[src/rtl/lsu_mem_access.sv]
// Load/store unit: turns a decoded MemWr/MemOP access into one or two word-bus beats and a response.
// Latency: aligned access = accept + 3 cycles with a zero-wait bus; split adds 2; invalid op responds 1 cycle after accept.
// Backpressure: req_ready only in IDLE; bus_valid holds its beat stable until bus_ready; one beat outstanding.
module lsu_mem_access #(
  parameter int WIDTH = 32
) (
  input  logic             clk,
  input  logic             rst,
  input  logic             req_valid,
  output logic             req_ready,
  input  logic             req_wr,
  input  logic [2:0]       req_memop,
  input  logic [WIDTH-1:0] req_addr,
  input  logic [WIDTH-1:0] req_wdata,
  output logic             resp_valid,
  output logic [WIDTH-1:0] resp_rdata,
  output logic             resp_err,
  output logic             bus_valid,
  input  logic             bus_ready,
  output logic             bus_we,
  output logic [WIDTH-1:0] bus_addr,
  output logic [3:0]       bus_wstrb,
  output logic [WIDTH-1:0] bus_wdata,
  input  logic             bus_rvalid,
  input  logic [WIDTH-1:0] bus_rdata
);

  typedef enum logic [2:0] {
    S_IDLE, S_REQ0, S_WAIT0, S_REQ1, S_WAIT1, S_DONE, S_ERR
  } state_t;

  state_t           state_q, state_d;
  logic             wr_q, wr_d;
  logic [2:0]       memop_q, memop_d;
  logic [WIDTH-1:0] addr_q, addr_d;
  logic [WIDTH-1:0] wdata_q, wdata_d;
  logic [WIDTH-1:0] rdata0_q, rdata0_d;
  logic [WIDTH-1:0] rdata1_q, rdata1_d;

  logic [1:0]         off;
  logic [3:0]         sz;
  logic [3:0]         mask;
  logic               split;
  logic [7:0]         m8;
  logic [2*WIDTH-1:0] d64;
  logic [2*WIDTH-1:0] r64;
  logic [WIDTH-1:0]   beat0_addr;
  logic [WIDTH-1:0]   beat1_addr;
  logic [WIDTH-1:0]   load_ext;
  logic               memop_ok;

  // Only lb/lh/lw/lbu/lhu encodings are legal; checked on the live request at accept.
  assign memop_ok = (req_memop[1:0] != 2'b11) && !(req_memop[2] && req_memop[1]);

  // Size, lane placement and beat addresses of the captured access.
  always_comb begin
    off = addr_q[1:0];
    sz   = 4'd4;
    mask = 4'b1111;
    case (memop_q[1:0])
      2'b00:   begin sz = 4'd1; mask = 4'b0001; end
      2'b01:   begin sz = 4'd2; mask = 4'b0011; end
      default: begin sz = 4'd4; mask = 4'b1111; end
    endcase
    split      = ({2'b00, off} + sz) > 4'd4;
    m8         = {4'b0000, mask} << off;
    d64        = {{WIDTH{1'b0}}, wdata_q} << {off, 3'b000};
    r64        = {rdata1_q, rdata0_q} >> {off, 3'b000};
    beat0_addr = {addr_q[WIDTH-1:2], 2'b00};
    beat1_addr = beat0_addr + 32'd4;
  end

  // Pick the low sz bytes of the realigned read data; memop[2] selects zero-extension.
  always_comb begin
    case (memop_q[1:0])
      2'b00:   load_ext = {{24{~memop_q[2] & r64[7]}},  r64[7:0]};
      2'b01:   load_ext = {{16{~memop_q[2] & r64[15]}}, r64[15:0]};
      default: load_ext = r64[31:0];
    endcase
  end

  // State register and captured access; reset abandons any beat in flight.
  always_ff @(posedge clk) begin
    if (rst) begin
      state_q  <= S_IDLE;
      wr_q     <= 1'b0;
      memop_q  <= 3'b000;
      addr_q   <= '0;
      wdata_q  <= '0;
      rdata0_q <= '0;
      rdata1_q <= '0;
    end else begin
      state_q  <= state_d;
      wr_q     <= wr_d;
      memop_q  <= memop_d;
      addr_q   <= addr_d;
      wdata_q  <= wdata_d;
      rdata0_q <= rdata0_d;
      rdata1_q <= rdata1_d;
    end
  end

  // Next state, data latching and all outputs; bus fields depend only on state and captured regs, so they stay stable while stalled.
  always_comb begin
    state_d    = state_q;
    wr_d       = wr_q;
    memop_d    = memop_q;
    addr_d     = addr_q;
    wdata_d    = wdata_q;
    rdata0_d   = rdata0_q;
    rdata1_d   = rdata1_q;
    req_ready  = 1'b0;
    resp_valid = 1'b0;
    resp_err   = 1'b0;
    resp_rdata = '0;
    bus_valid  = 1'b0;
    bus_we     = 1'b0;
    bus_addr   = '0;
    bus_wstrb  = 4'b0000;
    bus_wdata  = '0;
    case (state_q)
      S_IDLE: begin
        req_ready = 1'b1;
        if (req_valid) begin
          wr_d     = req_wr;
          memop_d  = req_memop;
          addr_d   = req_addr;
          wdata_d  = req_wdata;
          rdata0_d = '0;
          rdata1_d = '0;
          state_d  = memop_ok ? S_REQ0 : S_ERR;
        end
      end
      S_REQ0: begin
        bus_valid = 1'b1;
        bus_we    = wr_q;
        bus_addr  = beat0_addr;
        bus_wstrb = wr_q ? m8[3:0] : 4'b0000;
        bus_wdata = wr_q ? d64[WIDTH-1:0] : '0;
        if (bus_ready) state_d = S_WAIT0;
      end
      S_WAIT0: begin
        if (bus_rvalid) begin
          rdata0_d = bus_rdata;
          state_d  = split ? S_REQ1 : S_DONE;
        end
      end
      S_REQ1: begin
        bus_valid = 1'b1;
        bus_we    = wr_q;
        bus_addr  = beat1_addr;
        bus_wstrb = wr_q ? m8[7:4] : 4'b0000;
        bus_wdata = wr_q ? d64[2*WIDTH-1:WIDTH] : '0;
        if (bus_ready) state_d = S_WAIT1;
      end
      S_WAIT1: begin
        if (bus_rvalid) begin
          rdata1_d = bus_rdata;
          state_d  = S_DONE;
        end
      end
      S_DONE: begin
        resp_valid = 1'b1;
        resp_rdata = wr_q ? '0 : load_ext;
        state_d    = S_IDLE;
      end
      S_ERR: begin
        resp_valid = 1'b1;
        resp_err   = 1'b1;
        state_d    = S_IDLE;
      end
      default: state_d = S_IDLE;
    endcase
  end

endmodule
[config.mk]
export PLATFORM = sky130hd
export DESIGN_NAME = lsu_mem_access
export DESIGN_NICKNAME = d
export VERILOG_FILES = /design/src/rtl/lsu_mem_access.sv
export SDC_FILE = /design/constraint.sdc
export NUM_CORES = 1
export LEC_CHECK = 0
export CORE_ASPECT_RATIO = 1.25
export CORE_MARGIN = 5
export CORE_UTILIZATION = 65
export CTS_CLUSTER_SIZE = 10
export DETAILED_ROUTE_END_ITERATION = 6
export DONT_BUFFER_PORTS = 1
export HOLD_SLACK_MARGIN = 0.12
export PLACE_DENSITY = 0.81
export SYNTH_ARGS = -nofsm -noshare
export SYNTH_HDL_FRONTEND = slang
export SYNTH_SLANG_ARGS = --single-unit
[constraint.sdc]
create_clock -name clk -period 3.3 [get_ports clk]
set_input_delay 0.495 -clock clk [delete_from_list [all_inputs] [get_ports clk]]
set_output_delay 0.495 -clock clk [all_outputs]
set_load 0.005 [all_outputs]
; ---- Word-level counts from Yosys, hierarchy flattened
; Index checks and enable logic that the tools add are counted.
[op_classes]
add_sub_neg = 2
order_cmp = 1
n_eq_ne = 13
n_shift = 3
mux = 29
bitwise = 3
n_reduce_logical = 13
[op_table]
columns = op, n
row1 = case mux 32 bit (2 select lines), 5
row2 = two-way mux 32 bit, 6
row3 = << shifter 32 x 5 -> 64 bit, 1
row4 = >> shifter 64 x 5 -> 32 bit, 1
row5 = "adder 32 x 3 -> 32 bit, second input constant", 1
row6 = two-way mux 3 bit, 7
row7 = case mux 4 bit (2 select lines), 2
row8 = case mux 3 bit (5 select lines), 1
row9 = "!= test 2 bit, second input constant", 6
row10 = "== test 3 bit, second input constant", 3
row11 = two-way mux 4 bit, 2
row12 = << shifter 4 x 2 -> 8 bit, 1
row13 = "== test 3 x 2 -> 1 bit, second input constant", 2
row14 = case mux 3 bit (2 select lines), 1
row15 = AND reduction 3 bit, 2
row16 = two-way mux 1 bit, 5
row17 = AND reduction 5 bit, 1
row18 = adder 2 x 4 -> 4 bit, 1
row19 = "greater-than comparator 4 x 3 -> 1 bit, second input constant", 1
row20 = nonzero test 2 bit, 2
row21 = OR reduction 2 bit, 2
row22 = "== test 3 x 1 -> 1 bit, second input constant", 1
row23 = logical NOT 3 bit, 1
row24 = AND 1 bit, 2
row25 = other kinds (6), 7
[word_totals]
register_bits = 135
inputBits = 105
output_inout_bits = 105

; ---- Longest topological paths before layout
[logic_depth]
depth_word = 7
depth_mapped = 11

; ---- Worst setup path after synthesis
; Ideal clock, no wire load.
[synth_path]
path_kind = register to register
start = register memop_q[0]
end = register state_q[1]
setup_time_ps = 117
arrival_ps = 2156
required_time_ps = 3183
path_slack_ps = 1027
stages_incl_launch_ff = 12
n_path_buf = 2
period_less_slack_ps = 2273
cell_sequence = dfxtp_1 clkbuf_1 or2_0 buf_2 inv_1 ha_1 fa_1 nor2b_1 o21ai_0 a21oi_1 o21ai_0 a32o_1
[synth_via]
elab_chain_len = 7
word_cells_on_any_way = 8
cone_classes = 1 x add/sub / 1 x order compare / 1 x eq/ne / 4 x mux / 1 x reduce/logical
[synth_rtl]
columns = element, line
row1 = "start, declared", 34  ; logic [2:0] memop_q, memop_d;
row2 = "start signal, assigned", 95  ; memop_q <= memop_d;
row3 = == test 2 x 1 -> 1 bit or logical NOT 2 bit (tied branches), 60  ; case (memop_q[1:0])
row4 = case mux 3 bit (2 select lines) *, 60
row5 = adder 2 x 4 -> 4 bit *, 65  ; split = ({2'b00, off} + sz) > 4'd4;
row6 = greater-than comparator 4 x 3 -> 1 bit *, 65
row7 = two-way mux 3 bit *, 145  ; state_d = split ? S_REQ1 : S_DONE;
row8 = two-way mux 3 bit *, 143  ; if (bus_rvalid) begin
row9 = case mux 3 bit (5 select lines) *, 121  ; case (state_q)
row10 = "end signal, assigned", 93  ; state_q <= state_d;
row11 = "end, declared", 32  ; state_t state_q, state_d;
; Every way passes the cells marked *; elsewhere a longest branch is shown, timed or not. The select of a mux whose other input is x is not followed.
; A chain may end at the register's enable or synchronous reset.

; ---- Final worst setup path
[layout_path]
start = register addr_q[0]
end = output port bus_wstrb[3]
[layout_via]
elab_chain_len = 3
word_cells_on_any_way = 4
cone_classes = 1 x shift / 3 x mux
[layout_rtl]
columns = element, line
row1 = "start, declared", 35  ; logic [WIDTH-1:0] addr_q, addr_d;
row2 = "start signal, assigned", 96  ; addr_q <= addr_d;
row3 = << shifter 4 x 2 -> 8 bit *, 66  ; m8 = {4'b0000, mask} << off;
row4 = "two-way mux 4 bit, on equally long branches", "152, 138"
row5 = case mux 4 bit (2 select lines) *, 121
row6 = "end, declared", 22  ; output logic [3:0] bus_wstrb,
; Every way passes the cells marked *; elsewhere a longest branch is shown, timed or not.

==> impl_metrics.json <==
{
  "hold_viol_final": 0,
  "synth_cells": 1045,
  "report.final.slew_viol_count": 0,
  "wl_per_cell_um": 19.6,
  "setup_viol": 0,
  "drtPass1Iterations": 7,
  "ys_warn_count": 0,
  "worst_skew_pair.late_latency_ns": 0.42,
  "switchingPower_w": 0.00221,
  "r2r_cells": 9,
  "final_area_um2": 8110,
  "start_util": 0.657,
  "first_iter_violations": 681,
  "num_rows": 44,
  "numCtsBuffers": 17,
  "cts.repair.resized": 0,
  "seqPwrFrac": 0.359,
  "synth_seq_area_share": 0.335,
  "peakVddDrop_uv": 475,
  "syn_area_um2": 7600,
  "dieWidth_um": 107,
  "pin_count": 210,
  "grt_overflow_total": 0,
  "crit_type": "flop to output pin",
  "crit_path_end_kind": "output pin",
  "vias": 7316,
  "status": "complete, but fails checks",
  "violations": "DRC",
  "drv_cap": 0,
  "die_h_um": 131,
  "postRouteAntennaNets": 0,
  "layout_min_cycle_time_ns": 2.97,
  "intPower_w": 0.00346,
  "avgSynthCellArea_um2": 7.27,
  "grt_usage": 0.314,
  "clkTransAtPathRegs_ns": 0.06,
  "die-area_um2": 14000,
  "r2r_slack_ns": 0.62,
  "first_global_vias": 6738,
  "ys.flop_type": "dfxtp_1",
  "leakage_nw": 2.72,
  "ys_top_cells_by_area": "dfxtp_1, a21oi_1, nand2_1, nand3_1, mux2i_1",
  "wl_mm": 22.5,
  "synth_top_area_frac": 0.335,
  "async_flop_share": 0,
  "synth_edf_count": 0,
  "num_antenna_cells": 0,
  "synth_top_area_cell": "dfxtp_1",
  "whs_endpoint": "addr_q[23]$_SDFFE_PP0P_",
  "power-per-cell-area_nw_per_um2": 698,
  "grt_pass1_wl_mm": 34.9,
  "drc_errors": 2,
  "setup_tns_ns": 0,
  "synth.lib_cells_used.distinct": 54,
  "r2r_start": "memop_q[0]$_SDFFE_PP0P_",
  "switching_share": 0.390,
  "maxSlewHeadroom": 0.468,
  "place_area_um2": 7530,
  "syn2layout_area_growth_pct": 6.77,
  "cts_hold_buf": 0,
  "holdPathStages": 1,
  "grt_max_degree": 129,
  "power_frac_comb": 0.313,
  "hpwl_mm": 15.1,
  "io_buffers": 0,
  "required_ns": 2.80,
  "cts_sinks": 127,
  "post-route-period-util": 0.901,
  "ctsLongestPathBuffers": 2,
  "final_nets": 1103,
  "arrival_ns": 2.48,
  "clkPwrFrac": 0.329,
  "fin_worst_skew_ns": 0.00648,
  "tightest_slew_ns": 0.794,
  "min_path_type": "primary input to flop",
  "filler_cell_count": 987,
  "cts_tree": "yes",
  "htree_num_levels": 4,
  "routabilityCongestion": 0.968,
  "hp-start": "rst",
  "antenna_found_initial": 1,
  "clock-root-buffer": "clkbuf_16",
  "coreArea_um2": 11600,
  "cts_setup_buffers": 0,
  "rsz0062_at_grt": "false",
  "rr_endpoint": "state_q[1]$_SDFFE_PP0P_",
  "ys_ff_latch": 127,
  "start_kind": "flop",
  "crit_fanout": 31,
  "drt-vias-per-instance": 6.40,
  "drive_gt1_frac": 0.101,
  "fmax_mhz": 336
}
-- layout by cell type (no fill, tap or decap), drive strengths merged, types with 6 or more instances in the layout --
master,instances
a211oi,20
o21ai,30
nand3,72
buf,22
a221oi,9
nor3,21
a21oi,179
nand2,227
and3,6
mux4,8
xnor2,7
nor2b,11
inv,15
nor2,84
mux2,24
mux2i,35
clkbuf,20
and2,8
xor2,23
dfxtp,127
nand4,13
-- area by class of cell --
class                      count  area, um2  share of cell area
multi-input combinational    812       4590               0.566
sequential                   127       2550               0.314
clock buffer                  20        447              0.0551
tap                          138        173              0.0213
timing repair buffer          22        165              0.0204
clock inverter                12        136              0.0168
inverter                      13       48.8             0.00602
-- worst max-delay path, stage by stage, from the launching register on --
cell,delay [ns]
dfxtp_2,0.85
inv_2,0.45
ha_1,0.34
a211oi_1,0.42
-- state kept, by name, indices dropped and copies added, names as in the netlist --
register  cells
wdata_q      32
memop_q       3
addr_q       32
rdata0_q     32
wr_q          1
state_q       3
rdata1_q     24
-- cell usage after synthesis (9+ instances only) --
master	instances
nand2_1	226
a21oi_1	178
dfxtp_1	127
nor2_1	84
nand3_1	72
clkbuf_1	44
buf_2	35
mux2i_1	35
o21ai_0	27
mux2_2	24
xor2_1	23
a211oi_1	20
nor3_1	18
inv_1	11
nand4_1	11
nor2b_1	11
a221oi_1	9
-- metrics by stage --
step | worst slack [ns] | power (W) | util | cells | hold WS [ns]
4_1_cts | 0.326 | 0.00563 | 0.702 | 1144 | 0.135
2_1_floorplan | 1.03 | 0.00340 | - | 1046 | 0.427
3_5_place_dp | 0.684 | 0.00378 | 0.651 | 1112 | 0.434
3_3_place_gp | 0.780 | 0.00375 | 0.651 | 1112 | 0.429
5_1_grt | 0.150 | 0.00595 | 0.702 | 1144 | 0.139
6_report | 0.326 | 0.00566 | 0.702 | 1144 | 0.149
-- cell families (layout without fill, tap and decap cells) --
| kind of cell | count (synthesis) | in the layout | share of synthesized area |
|---|---|---|---|
| simple gates | 460 | 460 | 0.274 |
| other cells | 1 | 2 | 0.000494 |
| flops | 127 | 127 | 0.335 |
| buf+inv | 107 | 67 | 0.0621 |
| fa+ha+maj | 5 | 5 | 0.00922 |
| compound gates | 248 | 248 | 0.179 |
| mux | 67 | 67 | 0.105 |
| xor+xnor | 30 | 30 | 0.0346 |
-- worst max-delay path by stage --
stage	endpoint	startpoint	cells past startpoint
2_1_floorplan	state_q[1]$_SDFFE_PP0P_	memop_q[0]$_SDFFE_PP0P_	11
3_3_place_gp	state_q[1]$_SDFFE_PP0P_	memop_q[0]$_SDFFE_PP0P_	9
3_5_place_dp	state_q[1]$_SDFFE_PP0P_	memop_q[0]$_SDFFE_PP0P_	9
4_1_cts	bus_wstrb[3]	addr_q[0]$_SDFFE_PP0P_	3
5_1_grt	bus_wstrb[3]	addr_q[0]$_SDFFE_PP0P_	3
6_report	bus_wstrb[3]	addr_q[0]$_SDFFE_PP0P_	3
-- routing by layer --
| layer | vias up | track usage | part of all wire |
|---|---|---|---|
| met5 | - | 0 | 0.00058 |
| met4 | 2 | 0.131 | 0.033 |
| met3 | 54 | 0.101 | 0.10 |
| met2 | 351 | 0.497 | 0.47 |
| met1 | 3415 | 0.398 | 0.40 |
| li1 | 3494 | - | - |
-- power by group through the flow --
| stage | clock [W] | combinational (W) | sequential, W |
|---|---|---|---|
| after floorplan | 0 | 0.00148 | 0.00192 |
| after global placement | 0 | 0.00171 | 0.00204 |
| after detailed placement | 0 | 0.00173 | 0.00205 |
| after CTS | 0.00187 | 0.00174 | 0.00202 |
| after global routing | 0.00193 | 0.00195 | 0.00207 |
| final | 0.00186 | 0.00177 | 0.00203 |
No activity file was read; power rests on OpenSTA's default activity.
